**src/rtl/truth_table_scanner_pkg.sv**
```systemverilog
`default_nettype none
// ============================================================================
// Module   : truth_table_scanner_pkg
// Brief    : Shared state encoding, default sizes and helpers for the scanner.
// Revision : 1.0 - initial release
// ============================================================================
package truth_table_scanner_pkg;

    localparam int c_DEF_N_IN   = 4;
    localparam int c_DEF_N_OUT  = 3;
    localparam int c_DEF_SETTLE = 1;

    typedef enum logic [1:0] {
        ST_IDLE   = 2'd0,
        ST_SETTLE = 2'd1,
        ST_SAMPLE = 2'd2,
        ST_DONE   = 2'd3
    } scan_state_t;

    // Settle counter runs 0..settle-1, so it never needs more than clog2(settle) bits.
    function automatic int settle_cnt_w(input int settle);
        return (settle <= 2) ? 1 : $clog2(settle);
    endfunction

endpackage
`default_nettype wire

```
**src/rtl/truth_table_scanner_tt_mem.sv**
```systemverilog
`default_nettype none
// ============================================================================
// Module   : tt_mem
// Brief    : Expected-response table, one synchronous write, one async read.
// Revision : 1.0 - initial release
// ============================================================================
module tt_mem #(
    parameter int N_IN  = 4,
    parameter int N_OUT = 3
) (
    input  logic             clk,
    input  logic             we_i,
    input  logic [N_IN-1:0]  waddr_i,
    input  logic [N_OUT-1:0] wdata_i,
    input  logic [N_IN-1:0]  raddr_i,
    output logic [N_OUT-1:0] rdata_o
);

    // Contents deliberately survive reset so a loaded table can be rescanned.
    logic [N_OUT-1:0] mem_q [2**N_IN];

    always_ff @(posedge clk) begin
        if (we_i) begin
            mem_q[waddr_i] <= wdata_i;
        end
    end

    assign rdata_o = mem_q[raddr_i];

endmodule
`default_nettype wire

```
**src/rtl/truth_table_scanner.sv**
```systemverilog
`default_nettype none
// ============================================================================
// Module   : truth_table_scanner
// Brief    : Walks every input vector, compares DUT response to a stored table.
// Revision : 1.0 - initial release
// ============================================================================
module truth_table_scanner
    import truth_table_scanner_pkg::*;
#(
    parameter int N_IN   = c_DEF_N_IN,
    parameter int N_OUT  = c_DEF_N_OUT,
    parameter int SETTLE = c_DEF_SETTLE
) (
    input  logic             clk,
    input  logic             rst_n,
    input  logic             start,
    input  logic             abort,
    input  logic             tbl_we,
    input  logic [N_IN-1:0]  tbl_addr,
    input  logic [N_OUT-1:0] tbl_data,
    input  logic [N_OUT-1:0] resp,
    output logic [N_IN-1:0]  stim,
    output logic             busy,
    output logic             done,
    output logic             pass,
    output logic [N_IN:0]    err_count,
    output logic [N_IN-1:0]  first_fail,
    output logic             fail_seen
);

    localparam int              CNT_W    = settle_cnt_w(SETTLE);
    localparam logic [CNT_W-1:0] CNT_LAST = CNT_W'(SETTLE - 1);
    localparam logic [N_IN-1:0]  LAST_VEC = '1;

    scan_state_t      state_q, state_d;
    logic [N_IN-1:0]  stim_q, stim_d;
    logic [CNT_W-1:0] cnt_q, cnt_d;
    logic [N_IN:0]    err_q, err_d;
    logic [N_IN-1:0]  ff_q, ff_d;
    logic             fs_q, fs_d;
    logic             pass_q, pass_d;

    logic [N_OUT-1:0] w_exp_resp;
    logic             w_mismatch;
    logic             w_tbl_we;

    // Table is only writable while idle so a running scan sees a frozen image.
    assign w_tbl_we = tbl_we && (state_q == ST_IDLE);

    tt_mem #(
        .N_IN  (N_IN),
        .N_OUT (N_OUT)
    ) u_tt_mem (
        .clk     (clk),
        .we_i    (w_tbl_we),
        .waddr_i (tbl_addr),
        .wdata_i (tbl_data),
        .raddr_i (stim_q),
        .rdata_o (w_exp_resp)
    );

    assign w_mismatch = (resp != w_exp_resp);

    always_ff @(posedge clk) begin
        if (!rst_n) begin
            state_q <= ST_IDLE;
            stim_q  <= '0;
            cnt_q   <= '0;
            err_q   <= '0;
            ff_q    <= '0;
            fs_q    <= 1'b0;
            pass_q  <= 1'b0;
        end else begin
            state_q <= state_d;
            stim_q  <= stim_d;
            cnt_q   <= cnt_d;
            err_q   <= err_d;
            ff_q    <= ff_d;
            fs_q    <= fs_d;
            pass_q  <= pass_d;
        end
    end

    always_comb begin
        state_d = state_q;
        stim_d  = stim_q;
        cnt_d   = cnt_q;
        err_d   = err_q;
        ff_d    = ff_q;
        fs_d    = fs_q;
        pass_d  = pass_q;

        case (state_q)
            ST_IDLE: begin
                if (start) begin
                    state_d = ST_SETTLE;
                    stim_d  = '0;
                    cnt_d   = '0;
                    err_d   = '0;
                    fs_d    = 1'b0;
                    pass_d  = 1'b0;
                end
            end

            ST_SETTLE: begin
                if (abort) begin
                    state_d = ST_IDLE;
                    pass_d  = 1'b0;
                end else if (cnt_q == CNT_LAST) begin
                    state_d = ST_SAMPLE;
                end else begin
                    cnt_d = cnt_q + CNT_W'(1);
                end
            end

            ST_SAMPLE: begin
                if (abort) begin
                    state_d = ST_IDLE;
                    pass_d  = 1'b0;
                end else begin
                    if (w_mismatch) begin
                        err_d = err_q + (N_IN + 1)'(1);
                        if (!fs_q) begin
                            ff_d = stim_q;
                            fs_d = 1'b1;
                        end
                    end
                    if (stim_q == LAST_VEC) begin
                        state_d = ST_DONE;
                        // Verdict includes the final vector sampled this cycle.
                        pass_d  = (err_q == '0) && !w_mismatch;
                    end else begin
                        state_d = ST_SETTLE;
                        stim_d  = stim_q + N_IN'(1);
                        cnt_d   = '0;
                    end
                end
            end

            ST_DONE: begin
                state_d = ST_IDLE;
            end

            default: begin
                state_d = ST_IDLE;
            end
        endcase
    end

    assign stim       = stim_q;
    assign busy       = (state_q == ST_SETTLE) || (state_q == ST_SAMPLE);
    assign done       = (state_q == ST_DONE);
    assign pass       = pass_q;
    assign err_count  = err_q;
    assign first_fail = ff_q;
    assign fail_seen  = fs_q;

endmodule
`default_nettype wire

```
**config.mk**
```make
export PLATFORM = sky130hd
export DESIGN_NAME = truth_table_scanner
export DESIGN_NICKNAME = d
export VERILOG_FILES = /design/src/rtl/truth_table_scanner_pkg.sv /design/src/rtl/truth_table_scanner_tt_mem.sv /design/src/rtl/truth_table_scanner.sv
export SDC_FILE = /design/constraint.sdc
export NUM_CORES = 1
export LEC_CHECK = 0
export ABC_AREA = 1
export CORE_UTILIZATION = 45
export CTS_BUF_LIST = sky130_fd_sc_hd__clkbuf_2
export DETAILED_ROUTE_END_ITERATION = 16
export GPL_ROUTABILITY_DRIVEN = 0
export PLACE_DENSITY = 0.72
export SETUP_SLACK_MARGIN = 0.05
export SYNTH_ARGS = -nofsm -noshare
export SYNTH_HDL_FRONTEND = slang
export SYNTH_HIERARCHICAL = 1
export SYNTH_SLANG_ARGS = --single-unit
export TNS_END_PERCENT = 50
```
**constraint.sdc**
```tcl
create_clock -name clk -period 1.7 [get_ports clk]
set_input_delay 0.255 -clock clk [delete_from_list [all_inputs] [get_ports clk]]
set_output_delay 0.255 -clock clk [all_outputs]
set_load 0.02 [all_outputs]
```
Word-level counts from Yosys, hierarchy flattened
Memories as Yosys holds them, arrays and structs flattened. A register that Yosys moved wholly into a read port is not among the register bits. Index checks and enable logic that the tools add are counted.

Add/sub/neg operators: 3. Equality and inequality tests: 13. Mux-type cells: 31. Bitwise operators: 2. Reduce and logical (&&, ||, !) cells: 14.

Operators with widths (count): $mux 4 (5); $reduce_and 4->1 (4); $mux 5 (3); $mux 1 (12); $ne 2x2->1 const B (6); $mux 2 (5); $pmux 5 s2 (1); $pmux 2 s4 (1); $pmux 4 s2 (1); $ne 3x3->1 const B (2); $pmux 1 s3 (2); $add 5x1->5 const B (1); $logic_not 5->1 (1); $reduce_and 5->1 (1); $add 4x1->4 const B (1); $eq 2x2->1 const B (2); $eq 4x4->1 const B (1); $ne 3x3->1 (1); $reduce_bool 3->1 (1); $eq 2x1->1 const B (1); $logic_and 1x1->1 (2); $logic_not 2->1 (1); $not 1->1 (2); $pmux 1 s2 (1); 5 further kinds (5).

Flip-flop bits (word level): 18. RAM bits: 48. Word-level logic and storage cells: 71. Memories kept: 1.

Memory list: u_tt_mem.mem_q (depth 16, bits a word 3, read ports 1, clocked after memory_dff 1, write ports 1, RTL line truth_table_scanner_tt_mem.sv:20) `logic [N_OUT-1:0] mem_q [2**N_IN];`.

Depth between registers and ports, before layout
Gate-level depths: netlist of the first run.

Word-level depth: 6. Gate-level depth with buffers: 17. Depth with buffers taken out: 15.

By module
Netlist of the first run, hierarchy kept.

By module, submodules not included: tt_mem (instances 1, cells each 221, area each 2179.6 sq um, seq. area each 1441.4 sq um); truth_table_scanner (instances 1, cells each 147, area each 1021.0 sq um, seq. area each 340.3 sq um).

Least setup slack after synthesis of the first run
Ideal clock, no wire load.

Path kind: register to register. Start: reg stim[0] (netlist name). End: reg err_q[3], in the netlist err_count[3]. Setup time: 0.112 ns. Arrival: 1.827 ns. Slack: -0.239 ns. Stages on the path, launching flop included: 14. Clock period less this slack: 1.939 ns. Cell sequence: dfxtp_1 buf_6 buf_4 nand2_1 nand3_1 nand3_1 nand3_1 nand2_1 xnor2_1 nand4_1 nand2_1 inv_1 nor2_1 nor2_1.

RTL lines: end signal: assignment (RTL line truth_table_scanner.sv:77) `err_q <= err_d;`; end: declaration (RTL line truth_table_scanner.sv:38) `logic [N_IN:0] err_q, err_d;`.

==> impl_metrics.yaml, run 1 <==
yosys:
  synth-edff-count: 48
  synth-seq-cells: 65
  netlist-cell-type-count: 26
  synthCells: 368
  synth_top_area_frac: 0.450
  synth-main-ff-cell: "edfxtp_1"
  synth_area_um2: 3200
  synthTopCellsByCount: "98 x nand2_1, 60 x inv_1, 52 x nand3_1"
  synth.most_common_cell: "nand2_1"
  yosysTopAreaCell: "edfxtp_1"
  postSynth.asyncResetShare: 0
  synth_seq_area_share: 0.557
  synth_nets: 391
  ys.warnings.count: 6
  synth_area_leaders: "edfxtp_1 45%, nand2_1 11%, dfxtp_1 11%"
  synth_area_per_cell_um2: 8.70
placement:
  placed_area_um2: 3730
  dp_hpwl_um: 4810
  place_inst: 506
  io_buffers: 31
floorplan:
  die_area_um2: 7450
  die_width_um: 86.3
  die_h_um: 86.3
  start_util: 0.468
  core_area_um2: 6830
  ios: 32
  rows: 30
pwr:
  switchingPower_uw: 964
  p_total_uw: 3430
  vdd_ir_drop_max_uv: 597
  seq_power_share: 0.516
  p_int_uw: 2460
  cellPowerDensity_nw_per_um2: 820
  power_frac_clock: 0.314
  p_comb_frac: 0.170
  p_leak_uw: 0.00182
  p_sw_frac: 0.281
finish:
  instances_no_fill: 527
  fin_area_um2: 4180
  area_growth_pct: 30.6
  nNetsFinal: 450
  fin_util: 0.612
  insertedDiodeCount: 0
  drive_above_1_share: 0.274
  fillers: 576
global_routing:
  antenna_found_initial: 0
  grt_overflow: 0
  grt_pass1_wl_um: 11200
  grt.total_usage: 0.201
  grt_pass1_vias: 2475
  grt_max_degree: 25
critical_path:
  cp_max_fo: 7
  path_common_cell: "nand3_2"
  start_kind: "register"
  path_cells: "clkbuf_16 -> nand2_1 -> nand3_2 -> nand3_2 -> nand3_2 -> nand2_2 -> xnor2_2 -> nand4_1 -> buf_4 -> nand3_1 -> nand2_1 -> nor2_1"
  reg2reg_slack_ns: -0.13
  critPathKind: "register to register"
  cp_slowest_cell: "dfxtp_4"
  cp-end-kind: "register"
  critical-path-max-stage-delay_ns: 0.50
  crit_arrival_ns: 2.27
  required_ns: 2.15
clock_network:
  clockBufferDepth: 2
  root_buffer: "clkbuf_2"
  cts_made_buffers: 9
  clk_pin_slew_ns: 0.20
  cts_num_sinks: 65
  clk_latency_ns: 0.49
  htree_levels: 3
  cts_tree: "yes"
sta:
  finalMaxSlewViolations: 0
  hold_viol: 0
  clock_skew_ns: 0.0268
  max_slew_margin: 0.773
  period_minus_slack_ns: 1.83
  post-route-period-util: 1.08
  fmax_ghz: 0.547
  rsz0062_at_grt: "true"
  worstMarginPinSlew_ns: 0.340
  timing.final.ws_setup_ns: -0.128
  setup_viol: 10
job:
  maxCapViolCount: 0
routing:
  antenna_left: 0
  vias: 2643
  routed_via_density: 5.02
  drt_first_iter_violations: 166
  wl_per_cell_um: 13.8
  drc_errors: 0
  drt-pass1-iter-count: 4
  wl_um: 7250
min_path:
  hold_class: "register to register"
outcome:
  status: "finished with violations"
  violations: "setup timing"
## state kept, by name (all words and copies together), names as in the netlist
signal	count
pass	1
u_tt_mem/mem_q	48
first_fail	4
fail_seen	1
stim	4
state_q	2
err_count	5
## critical path: cells and delay by family, from the launching register on
kind | cells | cell delay, ns
buffers and inverters | 2 | 0.37
XOR/XNOR | 1 | 0.18
AND/OR/NAND/NOR | 9 | 0.73
flip-flops | 1 | 0.50
## worst paths after layout
check,start,end,cells after the start
setup reg to reg,stim[0],err_count[3],12
setup / recovery,stim[0],err_count[3],12
hold / removal,first_fail[3],first_fail[3],2
hold reg to reg,first_fail[3],first_fail[3],2
## power by group through the flow
stage / sequential, µW / combinational (µW) / clock, µW
after floorplan: 1810 / 297 / 0
after CTS: 1760 / 500 / 1090
after global placement: 1800 / 482 / 0
after detailed placement: 1800 / 493 / 0
final: 1770 / 582 / 1080
after global routing: 1770 / 639 / 1150
## what timing repair did
action	in CTS	in global routing
pin swaps	1	22
hold buffers	0	0
gates cloned	0	3
gates resized for setup	46	55
setup buffers	1	2
setup endpoints to repair	62	67
## cells by family after synthesis
group           count (synthesis)  share of synthesized area
compound gates                 17                     0.0348
flops                          65                      0.557
simple gates                  203                      0.272
xor+xnor                        2                    0.00547
fa+ha+maj                       8                     0.0313
buf+inv                        73                     0.0997
## area by class of cell
cell class | count | area, µm² | area share
multi-input combinational | 230 | 1330 | 0.318
inverter | 63 | 246 | 0.0589
clock inverter | 6 | 92.6 | 0.0221
tap | 96 | 120 | 0.0287
timing repair buffer | 58 | 549 | 0.131
sequential | 65 | 1800 | 0.430
clock buffer | 9 | 45.0 | 0.0108
## through the flow
step           setup TNS, ns  hold WS (ns)  worst slack [ns]
3_3_place_gp          -0.354         0.457           -0.0678
5_1_grt                -2.26         0.506            -0.257
4_1_cts               -0.407         0.468           -0.0577
2_1_floorplan         -0.313         0.354           -0.0715
3_5_place_dp          -0.751         0.460            -0.100
6_report              -0.874         0.487            -0.128
## layer usage
layer | vias up | wire [µm] | GRT usage
met5 | - | 0 | 0
met3 | 14 | 382 | 0.0362
li1 | 1299 | - | -
met1 | 1246 | 3000 | 0.244
met4 | 0 | 155 | 0.0864
met2 | 84 | 3710 | 0.353
## placed cells by master (no fill, tap or decap), drive strengths merged, types with 3 or more instances in the layout
master	n
a21oi	6
buf	27
clkbuf	12
clkdlybuf4s15	3
clkdlybuf4s50	14
clkinv	3
dfxtp	17
dlygate4sd2	11
edfxtp	48
ha	8
inv	62
nand2	100
nand3	52
nand4	5
nor2	43
o21ai	7
o21bai	3
No activity file was read; power rests on OpenSTA's default activity.
==> run 2: changes to the inputs <==
--- a/config.mk
+++ b/config.mk
@@ -7,7 +7,6 @@
 export LEC_CHECK = 0
 export ABC_AREA = 1
 export CORE_UTILIZATION = 45
-export CTS_BUF_LIST = sky130_fd_sc_hd__clkbuf_2
 export DETAILED_ROUTE_END_ITERATION = 16
 export GPL_ROUTABILITY_DRIVEN = 0
 export PLACE_DENSITY = 0.72
==> impl_metrics.yaml, run 2 (synthesis results as in run 1) <==
floorplan:
  core_area_um2: 6830
  die_h_um: 86.3
  rows: 30
  die_area_um2: 7450
  die_width_um: 86.3
  start_util: 0.468
  ios: 32
routing:
  vias: 2579
  drt-pass1-iter-count: 4
  routed_via_density: 4.92
  wl_per_cell_um: 13.5
  antenna_left: 0
  drt_first_iter_violations: 135
  drc_errors: 0
  wl_um: 7080
global_routing:
  grt_max_degree: 25
  antenna_found_initial: 0
  grt.total_usage: 0.205
  grt_overflow: 0
  grt_pass1_vias: 2497
  grt_pass1_wl_um: 11300
finish:
  nNetsFinal: 447
  area_growth_pct: 30.0
  multi_input_area_um2: 1250
  final_common_cell: "nand2_1"
  fin_area_um2: 4160
  drive_above_1_share: 0.213
  insertedDiodeCount: 0
  mostFrequentLayoutCells: "89 x nand2_1, 55 x inv_1, 48 x edfxtp_1, 38 x nor2_1, 35 x nand3_1"
  regMostFlops: "u_tt_mem/mem_q"
  instances_no_fill: 524
  largest_reg_flops: 48
  regArea_um2: 1790
  fillers: 596
clock_network:
  cts_tree: "yes"
  clk_pin_slew_ns: 0.08
  post_cts_buffers: 0
  cts_made_buffers: 9
  clockBufferDepth: 2
  htree_levels: 3
  cts_num_sinks: 65
  root_buffer: "clkbuf_8"
  clk_latency_ns: 0.35
sta:
  rsz0062_at_grt: "true"
  post-route-period-util: 1.07
  clock_skew_ns: 0.00833
  hold_viol: 0
  hold_ws_ns: 0.470
  max_slew_margin: 0.785
  period_minus_slack_ns: 1.82
  worstMarginPinSlew_ns: 0.322
  fmax_ghz: 0.551
  setup_viol: 10
  timing.final.ws_setup_ns: -0.115
  finalMaxSlewViolations: 0
job:
  maxCapViolCount: 0
outcome:
  status: "finished with violations"
  violations: "setup timing"
placement:
  pre_cts_slack_ns: -0.100
  placed_area_um2: 3730
  place_inst: 506
  dp_hpwl_um: 4810
  io_buffers: 31
critical_path:
  critPathKind: "register to register"
  start_kind: "register"
  required_ns: 1.99
  cp-end-kind: "register"
  cp_max_fo: 7
  crit_arrival_ns: 2.11
  reg2reg_slack_ns: -0.12
pwr:
  cellPowerDensity_nw_per_um2: 912
  vdd_ir_drop_max_uv: 602
  p_leak_uw: 0.00182
min_path:
  hold_class: "register to register"
run 2: changes by cell type in the layout (fill, tap and decap cells not counted), moves of 3 or more:
cell	before	now
dlygate4sd2_1	11	7
clkdlybuf4s50_1	14	22
clkbuf_8	0	9
nand3_2	26	17
clkbuf_2	10	0
nor2_1	31	38
nand3_1	26	35
buf_4	22	19
nor2_2	9	4
run 2: per-layer routing:
| layer | vias up | wire (µm) | GRT usage |
|---|---|---|---|
| li1 | 1291 | - | - |
| met1 | 1210 | 3050 | 0.245 |
| met2 | 67 | 3590 | 0.355 |
| met3 | 11 | 313 | 0.0390 |
| met4 | 0 | 125 | 0.100 |
| met5 | - | 0 | 0 |
run 2: area by class of cell:
type / instances / area share
flip-flops and latches: 65 / 0.430
multi-input cells: 230 / 0.300
repair buffers: 55 / 0.130
inverters: 63 / 0.0592
clock buffers: 9 / 0.0298
well taps: 96 / 0.0289
clock inverters: 6 / 0.0222
run 2: final timing paths:
kind                               startpoint             to  cells after the start
worst max-delay path                  stim[0]   err_count[3]                     12
worst max register to register        stim[0]   err_count[3]                     12
worst min-delay path            first_fail[3]  first_fail[3]                      2
worst min register to register  first_fail[3]  first_fail[3]                      2
run 2: where the power goes:
group / internal, µW / switching (µW) / total, µW
Sequential: 1730 / 35.5 / 1770
Combinational: 242 / 323 / 565
Clock: 824 / 635 / 1460
run 2: stage by stage:
stage / util / TNS [ns] / total power (µW)
3_3_place_gp: 0.546 / -0.354 / 2280
6_report: 0.609 / -0.686 / 3790
2_1_floorplan: - / -0.313 / 2110
4_1_cts: 0.584 / -0.485 / 3740
5_1_grt: 0.609 / -2.19 / 3940
3_5_place_dp: 0.546 / -0.751 / 2290
run 2: timing repair:
| item | CTS | global route |
|---|---|---|
| endpoints found under the setup margin | 43 | 55 |
| hold buffers | 0 | 0 |
| pin swaps | 1 | 14 |
| gates cloned | 0 | 3 |
| resized for setup | 26 | 30 |
run 2: critical path, cell delays in order, from the launching register on:
cell and delay (ns):
dfxtp_4 0.46, buf_6 0.15, nand2_1 0.06, nand3_1 0.09, nand3_1 0.10, nand3_2 0.09, nand2_2 0.06, xnor2_2 0.18
nand4_1 0.18, buf_4 0.19, nand3_1 0.06, nand2_1 0.05, nor2_1 0.08
==> run 3: changes to the inputs <==
--- a/config.mk
+++ b/config.mk
@@ -6,10 +6,10 @@
 export NUM_CORES = 1
 export LEC_CHECK = 0
 export ABC_AREA = 1
-export CORE_UTILIZATION = 45
+export CORE_UTILIZATION = 51
 export DETAILED_ROUTE_END_ITERATION = 16
 export GPL_ROUTABILITY_DRIVEN = 0
-export PLACE_DENSITY = 0.72
+export PLACE_DENSITY = 0.79
 export SETUP_SLACK_MARGIN = 0.05
 export SYNTH_ARGS = -nofsm -noshare
 export SYNTH_HDL_FRONTEND = slang
==> impl_metrics.yaml, run 3 (synthesis results as in run 1) <==
placement:
  placed_area_um2: 3700
  io_buffers: 31
  dp_hpwl_um: 4800
  pre_cts_slack_ns: -0.131
sta:
  finalMaxSlewViolations: 0
  max_slew_margin: 0.801
  clock_skew_ns: 0.00695
  worstMarginPinSlew_ns: 0.298
  fmax_ghz: 0.535
  fin_tns_setup_ns: -1.28
  post-route-period-util: 1.10
  rsz0062_at_grt: "true"
  setup_viol: 11
  period_minus_slack_ns: 1.87
  timing.final.ws_setup_ns: -0.169
  hold_viol: 0
critical_path:
  cp_top_family: "simple AND/OR/NAND/NOR gates"
  cp_slowest_cell: "dfxtp_4"
  start_kind: "register"
  critPathKind: "register to register"
  critical-path-max-stage-delay_ns: 0.43
  worst-path-buf-inv: 2
  required_ns: 1.99
  path_common_cell: "nand3_1"
  cp_max_fo: 9
  path_cells: "clkbuf_16 -> nand2_1 -> nand3_1 -> nand3_1 -> nand3_1 -> nand2_2 -> xnor2_2 -> nand4_1 -> buf_4 -> nand3_1 -> nand2_1 -> nor2_1"
  cp-end-kind: "register"
  crit_arrival_ns: 2.15
global_routing:
  grt_max_degree: 25
  grt.busiest_layer: "met2"
  antenna_found_initial: 0
  grt_util_met1: 0.263
  grt_pass1_vias: 2467
  grt_pass1_wl_um: 10900
  grt_overflow: 0
  grt_util_met2: 0.417
  grt.total_usage: 0.232
  grtUsageMet3: 0.0528
routing:
  wl_um: 7320
  antenna_left: 0
  vias: 2661
  routed_via_density: 5.27
  drt-pass1-iter-count: 5
  drc_errors: 0
  drt_first_iter_violations: 119
  wl_per_cell_um: 14.5
finish:
  insertedDiodeCount: 0
  fin_area_um2: 4080
  nNetsFinal: 448
  mostFrequentLayoutCells: "91 x nand2_1, 55 x inv_1, 48 x nand3_1, 48 x edfxtp_1, 38 x nor2_1"
  fillers: 460
  drive_above_1_share: 0.174
  final_common_cell: "nand2_1"
  largest_reg_flops: 48
  area_growth_pct: 27.6
  regMostFlops: "u_tt_mem/mem_q"
floorplan:
  core_area_um2: 5990
  die_width_um: 81.2
  start_util: 0.534
  rows: 28
  die_area_um2: 6600
  ios: 32
  die_h_um: 81.2
job:
  maxCapViolCount: 0
clock_network:
  cts_tree: "yes"
  root_buffer: "clkbuf_8"
  cts_made_buffers: 9
  clockBufferDepth: 2
  htree_levels: 3
  clk_latency_ns: 0.34
  clk_pin_slew_ns: 0.07
  hold_buffers: 0
  cts_num_sinks: 65
outcome:
  status: "finished with violations"
  violations: "setup timing"
min_path:
  hold_class: "register to register"
pwr:
  vdd_ir_drop_max_uv: 601
  p_leak_uw: 0.00180
  cellPowerDensity_nw_per_um2: 950
  p_total_uw: 3880
run 3: changes by cell type in the layout (fill, tap and decap cells not counted), sizes merged:
cell           before  now
clkinv              3    4
inv                62   61
clkdlybuf4s50      22   21
bufinv              2    3
buf                22   24
dlygate4sd2         7    9
clkdlybuf4s15       1    0
clkinvlp            2    1
run 3: cell type report:
type	count	area [µm²]	share of cell area
Clock buffer	10	128	0.0313
Clock inverter	6	106	0.0260
Inverter	63	249	0.0610
Multi-Input combinational cell	230	1200	0.294
Sequential cell	65	1790	0.438
Tap cell	75	93.8	0.0230
Timing Repair Buffer	56	519	0.127
run 3: what timing repair did:
item / in CTS / in global routing
buffers inserted: 0 / 4
setup endpoints to repair: 20 / 65
gates resized for setup: 15 / 27
pin swaps: 1 / 6
cloned: 0 / 1
run 3: layer usage:
layer / vias to the layer above / wire, µm
met5: - / 0
met4: 0 / 161
met3: 16 / 482
met2: 108 / 3790
met1: 1245 / 2880
li1: 1292 / -
run 3: final timing paths:
| path | from | end | slack, ns | cells after the start |
|---|---|---|---|---|
| worst max-delay path | stim[0] | err_count[3] | -0.17 | 12 |
| worst min-delay path | first_fail[3] | first_fail[3] | 0.48 | 2 |
| worst max register to register | stim[0] | err_count[3] | -0.17 | 12 |
| worst min register to register | first_fail[3] | first_fail[3] | 0.48 | 2 |
run 3: tightest hold or removal path, cell delays in order, from the launching register on:
cell and delay [ns]:
dfxtp_1 0.34, nor2_1 0.05, nor2_1 0.06
run 3: power by group:
group	switching, µW	internal [µW]	total, µW
logic	329	235	564
registers	32.5	1740	1770
clock network	578	966	1540
total	939	2940	3880
run 3: stage by stage:
| stage | hold WS, ns | util | cells |
|---|---|---|---|
| 3_5_place_dp | 0.470 | 0.617 | 484 |
| 4_1_cts | 0.486 | 0.658 | 500 |
| 5_1_grt | 0.517 | 0.681 | 505 |
| 3_3_place_gp | 0.456 | 0.617 | 484 |
| 2_1_floorplan | 0.354 | - | 368 |
| 6_report | 0.483 | 0.681 | 505 |
